File: src/rtl/clk_sel_pkg.sv
// Shared state type and default parameter values for clk_source_switcher.
package clk_sel_pkg;

    typedef enum logic [1:0] {
        LOCKED = 2'd0,
        DRAIN  = 2'd1,
        ARM    = 2'd2
    } state_t;

    localparam int DEF_N_CH           = 4;
    localparam int DEF_SYNC_STAGES    = 2;
    localparam int DEF_SWITCH_TIMEOUT = 1023;

endpackage

File: src/rtl/bit_synchronizer.sv
// Multi-flop synchroniser for one asynchronous level; all stages reset to 0.
module bit_synchronizer #(
    parameter int STAGES = 2
) (
    input  logic clk,
    input  logic rst_n,
    input  logic d,
    output logic q
);

    logic [STAGES-1:0] sync_p;

    always_ff @(posedge clk or negedge rst_n) begin
        if (!rst_n) begin
            sync_p <= '0;
        end else begin
            sync_p <= {sync_p[STAGES-2:0], d};
        end
    end

    assign q = sync_p[STAGES-1];

endmodule

File: src/rtl/clk_source_switcher.sv
// Glitch-free selector for slow fabric clocks, fully synchronous to clk.
// Define CLK_SEL_TIMEOUT_EN to add the forced-switch timeout counter and timeout_flag.
module clk_source_switcher
    import clk_sel_pkg::*;
#(
    parameter int  N_CH           = DEF_N_CH,
    parameter int  SYNC_STAGES    = DEF_SYNC_STAGES,
    parameter int  SWITCH_TIMEOUT = DEF_SWITCH_TIMEOUT,
    localparam int SEL_W          = $clog2(N_CH)
) (
    input  logic             clk,
    input  logic             rst_n,
    input  logic [N_CH-1:0]  src_in,
    input  logic [SEL_W-1:0] sel,
    output logic             out_level,
    output logic             out_tick,
    output logic [SEL_W-1:0] cur_sel,
    output logic             busy,
    output logic             sel_err,
    output logic             timeout_flag
);

    localparam logic [SEL_W:0] N_CH_V = (SEL_W+1)'(N_CH);

    logic [N_CH-1:0]  s_src;
    logic [SEL_W-1:0] sel_q;
    logic [SEL_W-1:0] pend_sel;
    state_t           state;
    logic             src_cur;
    logic             src_pend;
    logic             sel_bad;
    logic             done_sw;
    logic             force_sw;
    logic             level_nxt;

    for (genvar i = 0; i < N_CH; i++) begin : g_sync
        bit_synchronizer #(.STAGES(SYNC_STAGES)) u_sync (
            .clk   (clk),
            .rst_n (rst_n),
            .d     (src_in[i]),
            .q     (s_src[i])
        );
    end

    always_comb begin
        src_cur   = s_src[cur_sel];
        src_pend  = s_src[pend_sel];
        sel_bad   = ({1'b0, sel_q} >= N_CH_V);
        done_sw   = (state == ARM) && !src_pend;
        // Once draining has seen the old source low, the output is held low until lock.
        level_nxt = (state == ARM) ? 1'b0 : src_cur;
    end

`ifdef CLK_SEL_TIMEOUT_EN
    localparam int               TMO_W    = $clog2(SWITCH_TIMEOUT + 1);
    localparam logic [TMO_W-1:0] TMO_LAST = TMO_W'(SWITCH_TIMEOUT - 1);

    logic [TMO_W-1:0] tmo_cnt;

    // Fires on the cycle that would be the SWITCH_TIMEOUT-th spent in DRAIN/ARM.
    assign force_sw = (state != LOCKED) && (tmo_cnt == TMO_LAST) && !done_sw;

    always_ff @(posedge clk or negedge rst_n) begin
        if (!rst_n) begin
            tmo_cnt      <= '0;
            timeout_flag <= 1'b0;
        end else begin
            tmo_cnt <= (state == LOCKED) ? '0 : tmo_cnt + 1'b1;
            if (force_sw) begin
                timeout_flag <= 1'b1;
            end
        end
    end
`else
    logic timeout_unused;
    assign timeout_unused = (SWITCH_TIMEOUT != 0);
    assign force_sw       = 1'b0;
    assign timeout_flag   = 1'b0;
`endif

    always_ff @(posedge clk or negedge rst_n) begin
        if (!rst_n) begin
            state     <= LOCKED;
            sel_q     <= '0;
            pend_sel  <= '0;
            cur_sel   <= '0;
            busy      <= 1'b0;
            sel_err   <= 1'b0;
            out_level <= 1'b0;
            out_tick  <= 1'b0;
        end else begin
            sel_q     <= sel;
            sel_err   <= sel_bad;
            out_level <= level_nxt;
            out_tick  <= level_nxt & ~out_level;
            case (state)
                LOCKED: begin
                    if ((sel_q != cur_sel) && !sel_bad) begin
                        pend_sel <= sel_q;
                        state    <= DRAIN;
                        busy     <= 1'b1;
                    end
                end
                DRAIN: begin
                    if (!src_cur) begin
                        state <= ARM;
                    end
                end
                ARM: begin
                    if (done_sw) begin
                        cur_sel <= pend_sel;
                        state   <= LOCKED;
                        busy    <= 1'b0;
                    end
                end
                default: begin
                    state <= LOCKED;
                    busy  <= 1'b0;
                end
            endcase
            if (force_sw) begin
                cur_sel <= pend_sel;
                state   <= LOCKED;
                busy    <= 1'b0;
            end
        end
    end

endmodule

File: config.mk
export PLATFORM = sky130hd
export DESIGN_NAME = clk_source_switcher
export DESIGN_NICKNAME = d
export VERILOG_FILES = /design/src/rtl/clk_sel_pkg.sv /design/src/rtl/bit_synchronizer.sv /design/src/rtl/clk_source_switcher.sv
export SDC_FILE = /design/constraint.sdc
export NUM_CORES = 1
export LEC_CHECK = 0
export CAP_MARGIN = 5
export CORE_MARGIN = 2
export CORE_UTILIZATION = 51
export CTS_BUF_LIST = sky130_fd_sc_hd__clkbuf_8
export DETAILED_ROUTE_END_ITERATION = 10
export MAX_ROUTING_LAYER = met4
export PLACE_DENSITY = 0.8
export RECOVER_POWER = 25
export SLEW_MARGIN = 0
export SYNTH_ARGS = -nofsm -noshare
export SYNTH_HDL_FRONTEND = slang
export SYNTH_SLANG_ARGS = --single-unit
export TNS_END_PERCENT = 100
File: constraint.sdc
create_clock -name clk -period 2 [get_ports clk]
set_clock_uncertainty 0.05 [all_clocks]
set_input_delay 0.5 -clock clk [delete_from_list [all_inputs] [get_ports clk]]
set_output_delay 0.5 -clock clk [all_outputs]
set_load 0.03 [all_outputs]
==> results.toml, run 1 <==
[run_status]
status = "completed"

[worst_setup_path]
worstPathCellList = "clkdlybuf4s50_1"
crit_type = "reg -> out"
endpoint = "cur_sel[0]"
endpoint_kind = "output pin"
crit_start = "cur_sel[0]"
start_kind = "register"
cpLargestDelayFamily = "buffers and inverters"
cp_num_buf_inv = 1
slowest_stage = "clkdlybuf4s50_1"
r2r_end = "cur_sel[0]"
crit_required_ns = 1.45
worstPathArrival_ns = 1.36
rr_worst_depth = 3
reg2reg_slack_ns = 0.46
regToRegStartpoint = "state[0]"
cp_max_fo = 4
cp.depth = 1
cpPeakStageDelay_ns = 0.70

[clock_network]
cts_root_buf = "clkbuf_8"
htreeDepth = 1
cts_tree = "yes"
path_clk_slew_ns = 0.07
cts_setup_buffers = 0
insertion_delay_ns = 0.25
clock-sinks = 19
ctsHoldBuffers = 0
cts.path.max_buffers = 2
cts_resized = 0
cts_inserted_buffers = 3

[die]
start_util = 0.5508
die_h_um = 41.72
core_area_um2 = 1318
io-pin-count = 15
row_count = 13
dieArea_um2 = 1741
fp.dieW_um = 41.72

[flow_run]
drv_cap = 0

[placed_design]
pre_cts_slack_ns = 0.3563
place_congestion = 0.7826
hpwl_um = 796.7
port_buffers = 12

[timing]
final_max_slew_viol_count = 0
hold-worst-slack_ns = 0.2970
rsz0062_at_grt = "no"
timing.fmax_ghz = 0.5232
finalCritPeriodShare = 0.9557
fin_tns_setup_ns = 0
finalHoldViolCount = 0
finalCriticalPeriod_ns = 1.911
fin_ws_ns = 0.08870
setup_viol = 0

[power_and_ir_drop]
p_clk_frac = 0.185
p_per_area_nw_per_um2 = 1475
p_sw_uw = 456.3
switching_share = 0.3416
intPower_uw = 879.7
seq_power_share = 0.435
max-vdd-ir-drop_mv = 0.8219
p_leak_uw = 0.0004016
comb_power_share = 0.380

[yosys]
syn_area_um2 = 725.7
ys_seq_elements = 19
synth-edff-count = 0
synth-seq-area-share = 0.6552
synth.top_cell.area_share = 0.6552
ys_warn_count = 0
async_flop_share = 1.000
synthTopCellsByCount = "dfrtp_1 (19), mux2_2 (4), o21ai_0 (4)"
ys_types = 20
yosys-top-cells-area = "dfrtp_1 (66%), mux2_2 (6.2%), mux4_2 (3.1%), o21ai_0 (2.8%), xor2_1 (2.4%)"
synth_top_cell_by_area = "dfrtp_1"
postSynthCellCount = 49
syn_area_per_cell_um2 = 14.81
synthMostInstantiatedCell = "dfrtp_1"
synth_ff_type = "dfrtp_1"

[worst_hold_path]
hold_depth = 0
hold_class = "reg -> reg"

[route]
drcViolationCount = 0
ant_nets = 0
viasPerCell = 5.438
dr.pass1.iters = 4
wl_um = 1061
drt_iter0_drc = 10
vias = 435
wl_per_cell_um = 13.26

[global_route]
grt_max_degree = 20
grt-ovfl-total = 0
grt_pass1_wl_um = 1856
antenna_found_initial = 0
track_usage = 0.1522
grt_pass1_vias = 450

[layout]
fin_util = 0.6876
area_delta_synth_final_pct = 24.83
diodes = 0
final_net_count = 74
drive_above_1_share = 0.1846
==> final cells by class <==
| cell class | instances | area (um2) |
|---|---|---|
| Clock buffer | 3 | 41.29 |
| Clock inverter | 1 | 3.754 |
| Fill cell | 97 | 411.6 |
| Inverter | 2 | 7.507 |
| Multi-Input combinational cell | 27 | 231.5 |
| Sequential cell | 19 | 475.5 |
| Tap cell | 15 | 18.77 |
| Timing Repair Buffer | 13 | 127.6 |
==> state kept, by name, summed over array words and instances (netlist names) <==
name / cells
sel_q: 2
busy: 1
cur_sel: 2
state: 2
out_level: 1
pend_sel: 2
out_tick: 1
g_sync.u_sync.sync_p: 8
==> cell usage in the layout, fill, tap and decap left out <==
master | Yosys | routed
o22ai_2 | 1 | 1
nand3b_1 | 1 | 1
nand2b_4 | 1 | 1
mux4_2 | 1 | 1
clkdlybuf4s50_1 | 0 | 6
a22oi_1 | 1 | 1
mux2_2 | 4 | 4
clkbuf_8 | 0 | 3
inv_1 | 2 | 3
buf_4 | 2 | 1
o311a_2 | 1 | 1
mux2_1 | 1 | 1
conb_1 | 1 | 2
xor2_1 | 2 | 2
or3b_1 | 1 | 1
dlygate4sd3_1 | 0 | 6
mux2i_1 | 1 | 1
o21a_1 | 1 | 1
nor2b_1 | 2 | 2
nor2_1 | 2 | 2
a221oi_1 | 1 | 1
o21ai_0 | 4 | 4
dfrtp_1 | 19 | 19
==> worst min path at each step <==
stage,start,endpoint
after floorplan,rst_n,busy
after global placement,g_sync[3].u_sync.sync_p[0],g_sync[3].u_sync.sync_p[1]
after detailed placement,g_sync[1].u_sync.sync_p[0],g_sync[1].u_sync.sync_p[1]
after CTS,g_sync[1].u_sync.sync_p[0],g_sync[1].u_sync.sync_p[1]
after global routing,g_sync[3].u_sync.sync_p[0],g_sync[3].u_sync.sync_p[1]
final,g_sync[1].u_sync.sync_p[0],g_sync[1].u_sync.sync_p[1]
==> power by group through the flow <==
stage | clock (uW) | combinational [uW] | sequential (uW)
CTS | 257 | 513 | 582
floorplan | 0 | 263 | 666
detailed placement | 0 | 510 | 588
global placement | 0 | 502 | 584
global route | 275 | 541 | 600
finish | 247 | 508 | 581
==> through the flow <==
step | area, um2 | power (uW) | cells
floorplan | 729.5 | 928.9 | 50
global placement | 860.8 | 1086 | 76
detailed placement | 860.8 | 1098 | 76
CTS | 905.9 | 1353 | 80
global route | 905.9 | 1416 | 80
finish | 905.9 | 1336 | 80
==> metal layers <==
metal,track usage,part of all wire,vias to the layer above
met4,0.09677,0.014,0
met3,0.04348,0.049,2
met1,0.1529,0.40,218
li1,-,-,201
met2,0.2563,0.53,14
met5,-,0,-
==> cells by family after synthesis <==
logic type             share of synthesized area
multiplexers                              0.1224
buffers and inverters                    0.03103
other                                   0.005167
AND/OR/NAND/NOR                          0.06897
XOR/XNOR                                 0.02414
AO/OA/AOI/OAI                            0.09311
flip-flops                                0.6552
No activity file was read; power rests on OpenSTA's default activity.
==> inputs of run 2 (changes only) <==
PLACE_DENSITY = 0.77   (was 0.8)
==> run 2 against run 1 <==
Worst setup slack improved by 0.0053 ns. Power increased by 0.47%. Sequential share of layout area fell by 0.072 points. Critical path depth stayed put. Core utilization is 0.095 points higher. Critical endpoint is now cur_sel[1].
==> results.toml, run 2 (synthesized netlist as in run 1, its figures left out) <==
[run_status]
status = "completed"

[timing]
finalCritPeriodShare = 0.9530
rsz0062_at_grt = "no"
final_max_slew_viol_count = 0
setup_viol = 0
fin_tns_setup_ns = 0
timing.fmax_ghz = 0.5247
finalHoldViolCount = 0
finalCriticalPeriod_ns = 1.906
fin_ws_ns = 0.09399

[worst_setup_path]
cp_max_fo = 4
slowest_stage = "clkdlybuf4s50_1"
crit_required_ns = 1.45
crit_type = "reg -> out"
cp_num_buf_inv = 1
endpoint_kind = "output pin"
worstPathCellList = "clkdlybuf4s50_1"
cpLargestDelayFamily = "buffers and inverters"
start_kind = "register"
cpPeakStageDelay_ns = 0.70
worstPathArrival_ns = 1.36

[die]
fp.dieW_um = 41.72
start_util = 0.5508
die_h_um = 41.72
io-pin-count = 15
dieArea_um2 = 1741
row_count = 13
core_area_um2 = 1318

[layout]
largest-register = "g_sync.u_sync.sync_p"
layout.cells.most_common = "dfrtp_1"
diodes = 0
largest_reg_flops = 8
final_cells = 80
area_delta_synth_final_pct = 25.00
drive_above_1_share = 0.2000
fin_area_um2 = 907.1
final_net_count = 74
seq_area_um2 = 475.5
num-fill-cells = 100
multi_input_area_um2 = 231.5
most-common-layout-cells = "dfrtp_1 (19), clkdlybuf4s50_1 (6), dlygate4sd3_1 (6)"

[route]
ant_nets = 0
vias = 430
drcViolationCount = 0
wl_um = 1041
drt_iter0_drc = 6
viasPerCell = 5.375
dr.pass1.iters = 2
wl_per_cell_um = 13.01

[power_and_ir_drop]
p_leak_uw = 0.0004001
total_power_uw = 1342
max-vdd-ir-drop_mv = 0.9376
p_per_area_nw_per_um2 = 1480

[placed_design]
hpwl_um = 779.4
place_congestion = 0.7819
port_buffers = 12
pre_cts_slack_ns = 0.3585
place_inst = 76
dpl_cell_area_um2 = 860.8

[clock_network]
cts_inserted_buffers = 3
htreeDepth = 1
insertion_delay_ns = 0.25
path_clk_slew_ns = 0.07
cts_tree = "yes"
clock-sinks = 19
cts_setup_buffers = 0
ctsHoldBuffers = 0
cts.path.max_buffers = 2
cts_root_buf = "clkbuf_8"
cts_resized = 0

[flow_run]
drv_cap = 0

[global_route]
track_usage = 0.1600
grt_pass1_vias = 458
antenna_found_initial = 0
grt_max_degree = 20
grt_pass1_wl_um = 1973
grt-ovfl-total = 0

[worst_hold_path]
hold_class = "reg -> reg"
==> run 2: per-stage QoR <==
step / hold slack [ns] / utilization
2_1_floorplan: 0.1544 / -
3_3_place_gp: 0.2838 / 0.6534
3_5_place_dp: 0.2847 / 0.6534
4_1_cts: 0.3008 / 0.6885
5_1_grt: 0.3079 / 0.6885
6_report: 0.2990 / 0.6885
==> run 2: final cells by class <==
cell class,instances,area share
flip-flops and latches,19,0.5241
multi-input cells,27,0.2552
repair buffers,13,0.1407
clock buffers,3,0.04552
well taps,15,0.02069
inverters,2,0.008276
clock inverters,1,0.005517
==> run 2: final timing paths <==
path | start | to | slack, ns | cells past startpoint
worst max-delay path | cur_sel[1] | cur_sel[1] | 0.09 | 1
worst min-delay path | g_sync[1].u_sync.sync_p[0] | g_sync[1].u_sync.sync_p[1] | 0.30 | 0
worst max register to register | state[0] | cur_sel[0] | 0.45 | 3
worst min register to register | g_sync[1].u_sync.sync_p[0] | g_sync[1].u_sync.sync_p[1] | 0.30 | 0
max in group asynchronous | rst_n | g_sync[0].u_sync.sync_p[1] | 1.17 | 2
min in group asynchronous | rst_n | g_sync[2].u_sync.sync_p[0] | 0.53 | 2
==> run 2: layer usage <==
layer | vias to the layer above | wire length [um] | GRT usage
met5 | - | 0 | -
met4 | 0 | 22 | 0.09032
met3 | 2 | 51 | 0.03913
met2 | 12 | 521 | 0.2563
met1 | 214 | 447 | 0.1826
li1 | 202 | - | -
==> run 2: power by group <==
group          internal, uW  switching [uW]
combinational           260             247
clock                   138             116
sequential              484            97.5
total                   881             461
==> inputs of run 3 (changes only) <==
SKIP_CTS_REPAIR_TIMING = 1   (was unset)
==> results of run 3 <==
Same layout as run 2: the final DEF is identical, and so are final timing and power.
==> edit 1, RTL diff (flow settings as in run 1) <==
The option `CLK_SEL_TIMEOUT_EN` is turned on by a define.
--- a/src/rtl/clk_source_switcher.sv
+++ b/src/rtl/clk_source_switcher.sv
@@ -2,2 +2,4 @@
 // Define CLK_SEL_TIMEOUT_EN to add the forced-switch timeout counter and timeout_flag.
+`define CLK_SEL_TIMEOUT_EN
+
 module clk_source_switcher
Check against the original RTL: same outputs for any inputs over 10 cycles, from zero or initial values and one cycle with rst_n low; that may be too few to reach the edited logic, so the function may still have changed.
==> edit 1 against run 1 <==
Synthesized area rose by 68%; sequential cell count rose by 11; combinational power rose by 19%; clock power rose by 92%; worst hold slack improved by 0.00066 ns; final area rose by 63%; total power rose by 46%; critical path depth did not move; first-iteration DRC count did not move; global-route usage rose by 3.0 points; setup slack got worse by 0.032 ns; register-to-register slack got worse by 0.14 ns; wire length rose by 75%; critical endpoint unchanged.
==> edit 1: results (changes against run 1) <==
ranking of synthesized cells by area=dfrtp_1 (62%), xnor2_1 (5.0%), mux2_1 (3.7%); PortBufs=13 (+1); Reg2Reg Setup Slack=0.32 ns (-0.14 ns); first-pass GRT wire length=3230 um (+74%); Via Count=765 (+76%); fraction of layout cells with a size suffix above 1=0.136 (-0.0490); hold_sp=g_sync[3].u_sync.sync_p[0]$_DFF_PN0_; Peak VDD IR=946 uV (+15%); clk_lat worst skew=0.28 ns (+0.03 ns); pin count of the biggest net entering global routing=31 (+55%); Arrival @ worst endpoint=1.39 ns (+0.03 ns); worst slack, placed=0.335 ns (-0.0217 ns); switching share of total power=0.338 (-0.00400); total track usage=0.182 (+0.0301); most frequent cells after synthesis=dfrtp_1 (30), nor2_1 (12), xnor2_1 (7); r2r worst-path depth=6 (+3); GPL Wtd Cong=0.787 (+0.55%); Area Growth Syn to Fin=21.2%; Hold EP=g_sync[3].u_sync.sync_p[1]$_DFF_PN0_; Top Registers=tmo_cnt (10), g_sync.u_sync.sync_p (8); reg-to-reg startpoint=tmo_cnt[0]$_DFF_PN0_; Fin. Hold Viols=0 (unchanged); leakage=0.000630 uW (+57%); final WL=1860 um (+75%); FF-to-FF End=busy$_DFFE_PN0P_; vias in the first global route=721 (+60%); CTS buffer count=5 (+2); Max-slew headroom=0.543; fin crit period=1.94 ns (+0.0323 ns); register area share after synthesis=0.617 (-0.0385); critical path's slowest cell=clkdlybuf4s50_1; status=complete, no violations; Setup crit end=cur_sel[0]; Layout Nets=127 (+72%); htree depth=2 (+1)
## edit 1: cells by family after synthesis
| kind of cell | after synthesis | synth area share |
|---|---|---|
| buffers and inverters | 5 | 0.0185 |
| multiplexers | 6 | 0.0740 |
| AND/OR/NAND/NOR | 35 | 0.155 |
| XOR/XNOR | 9 | 0.0648 |
| adder cells (fa/ha/maj) | 2 | 0.0206 |
| flip-flops | 30 | 0.617 |
| other | 1 | 0.00308 |
| AO/OA/AOI/OAI | 9 | 0.0473 |
## edit 1: per-layer routing
| metal | track usage | wire length, um |
|---|---|---|
| met5 | - | 0 |
| met4 | 0.103 | 43 |
| met3 | 0.0932 | 120 |
| met2 | 0.248 | 894 |
| met1 | 0.218 | 802 |
## edit 1: power by group through the flow
stage / Combinational (uW) / Clock [uW] / Sequential, uW
after CTS: 610 / 494 / 870
after global placement: 591 / 0 / 873
after floorplan: 318 / 0 / 950
final: 602 / 474 / 868
after detailed placement: 607 / 0 / 879
after global routing: 659 / 522 / 896
## edit 1: per-stage QoR
step / utilization / total power [uW] / hold slack, ns / instances / area (sq um)
detailed placement: 0.621 / 1490 / 0.286 / 138 / 1390
finish: 0.661 / 1940 / 0.298 / 146 / 1480
global placement: 0.621 / 1460 / 0.282 / 138 / 1390
global route: 0.661 / 2080 / 0.310 / 146 / 1480
floorplan: - / 1270 / 0.154 / 97 / 1220
CTS: 0.662 / 1970 / 0.300 / 146 / 1480
## edit 1: cell type report
type,count,area [sq um]
tap,28,35.0
fill,182,758
multi-input combinational,62,444
timing repair buffer,15,143
inverter,3,11.3
sequential,30,751
clock inverter,2,8.76
clock buffer,6,82.6
==> edit 2, RTL diff (flow settings as in run 1) <==
Made on the original files. Encoding of `state_t`: now one-hot (3 bits for 3 states).
--- a/src/rtl/clk_sel_pkg.sv
+++ b/src/rtl/clk_sel_pkg.sv
@@ -3,6 +3,6 @@
 
-    typedef enum logic [1:0] {
-        LOCKED = 2'd0,
-        DRAIN  = 2'd1,
-        ARM    = 2'd2
+    typedef enum logic [2:0] {
+        LOCKED = 3'b001,
+        DRAIN  = 3'b010,
+        ARM    = 3'b100
     } state_t;
Behaviour: same outputs for any inputs over 10 cycles, from zero or initial values and one cycle with rst_n low; not proved beyond that.
==> edit 2 against run 1 <==
Total power is 5.2% higher; clock power is 4% higher; final area is 6.8% higher; synthesized area is 9.0% higher; wire length is 19% higher; sequential cell count is 1 higher; setup slack worse by 0.033 ns; critical endpoint is now cur_sel[1]; largest power group unchanged.
==> edit 2: results (changes against run 1) <==
status=complete, no violations; drt pass-1 iters=2 (-2); Ys Warns=0 (unchanged); Fin. Hold Viols=0 (unchanged); leakage=0.000406 uW (+1.0%); top_reg_cell synth=dfrtp_1; Peak VDD IR=711 uV (-13%); hpwl dp=934 um (+17%); register area share after synthesis=0.634 (-0.0207); first-pass GRT wire length=2220 um (+20%); fraction of layout cells with a size suffix above 1=0.186 (+0.00110); Resized Gates After CTS=0 (unchanged); Arrival @ worst endpoint=1.39 ns (+0.03 ns); Layout Nets=79 (+6.8%); Top Family by Delay on Critical Path=buffers and inverters; clk_lat worst skew=0.25 ns (about the same); worst stage delay on the critical path=0.71 ns; CTS buffer count=3 (unchanged); vias in the first global route=518 (+15%); pin count of the biggest net entering global routing=16 (-20%); Antenna Cells=0 (unchanged); drt wl/cell=14.6 um (+10%); switching share of total power=0.356 (+0.0140); Longest Clk Path Bufs=2 (unchanged); clock input transition at the sequential cells of the worst setup and hold paths=0.07 ns (about the same); most frequent cells after synthesis=dfrtp_1 (19), mux2_2 (4), nor2_1 (3), nor2b_1 (3), o211ai_1 (3); ranking of synthesized cells by area=dfrtp_1 (60%), mux2_2 (5.7%), mux4_2 (5.7%); 1st-iter DRT viols=7 (-3); total track usage=0.170 (+0.0180); htree depth=1 (unchanged); Top Registers=g_sync.u_sync.sync_p (8), state (3); worst-path maximum fanout=4 (unchanged); DR vias/cell=5.65 (+3.9%); Synth cell types=24 (+20%); Root Driver=clkbuf_8; initial antenna violation count=0 (unchanged); GPL Wtd Cong=0.866 (+11%)
## edit 2: power groups by stage
stage / logic, uW / registers, uW / clock network [uW]
2_1_floorplan: 312 / 677 / 0
3_3_place_gp: 499 / 638 / 0
3_5_place_dp: 514 / 643 / 0
4_1_cts: 517 / 637 / 265
5_1_grt: 546 / 659 / 280
6_report: 509 / 640 / 256
## edit 2: final timing paths
kind	startpoint	end	slack, ns	cells after the start
setup / recovery	cur_sel[1]$_DFFE_PN0P_	cur_sel[1]	0.06	1
hold / removal	g_sync[1].u_sync.sync_p[0]$_DFF_PN0_	g_sync[1].u_sync.sync_p[1]$_DFF_PN0_	0.30	0
setup reg to reg	pend_sel[0]$_DFFE_PN0P_	cur_sel[0]$_DFFE_PN0P_	0.27	3
hold reg to reg	g_sync[1].u_sync.sync_p[0]$_DFF_PN0_	g_sync[1].u_sync.sync_p[1]$_DFF_PN0_	0.30	0
max in group asynchronous	rst_n	cur_sel[1]$_DFFE_PN0P_	0.92	2
min in group asynchronous	rst_n	busy$_DFFE_PN0P_	0.50	1
## edit 2: layout make-up
| class | instances | area (sq um) |
|---|---|---|
| Fill cell | 114 | 504 |
| Sequential cell | 20 | 502 |
| Multi-Input combinational cell | 31 | 265 |
| Timing Repair Buffer | 13 | 128 |
| Clock buffer | 3 | 41.3 |
| Tap cell | 16 | 20.0 |
| Inverter | 2 | 7.51 |
| Clock inverter | 1 | 3.75 |
## edit 2: per-layer routing
layer,vias up,track usage,wire [um]
met5,-,-,0
met4,0,0.0545,14
met3,2,0.0500,74
met2,19,0.281,655
met1,243,0.201,514
li1,222,-,-
## edit 2: worst register-to-register path: stages (launching register included)
cell	delay, ns
dfrtp_1	0.40
mux4_2	0.58
nor4_4	0.21
mux2_2	0.38
## edit 2: kinds of logic after synthesis
group	after synthesis	synth area share
xor gates and xnor gates	2	0.0222
other	1	0.00474
and+or+nand+nor	12	0.101
DFF	20	0.635
buffers and inverters	5	0.0348
AOI/OAI and AO/OA	9	0.0886
muxes	6	0.114
## edit 2: stage by stage
step	setup slack (ns)	cells	area [sq um]	total power (uW)	hold WS [ns]
global route	0.00421	86	967	1490	0.304
CTS	0.0511	86	967	1420	0.304
floorplan	0.396	56	795	988	0.154
finish	0.0559	86	967	1400	0.301
detailed placement	0.332	82	922	1160	0.291
global placement	0.349	82	922	1140	0.282
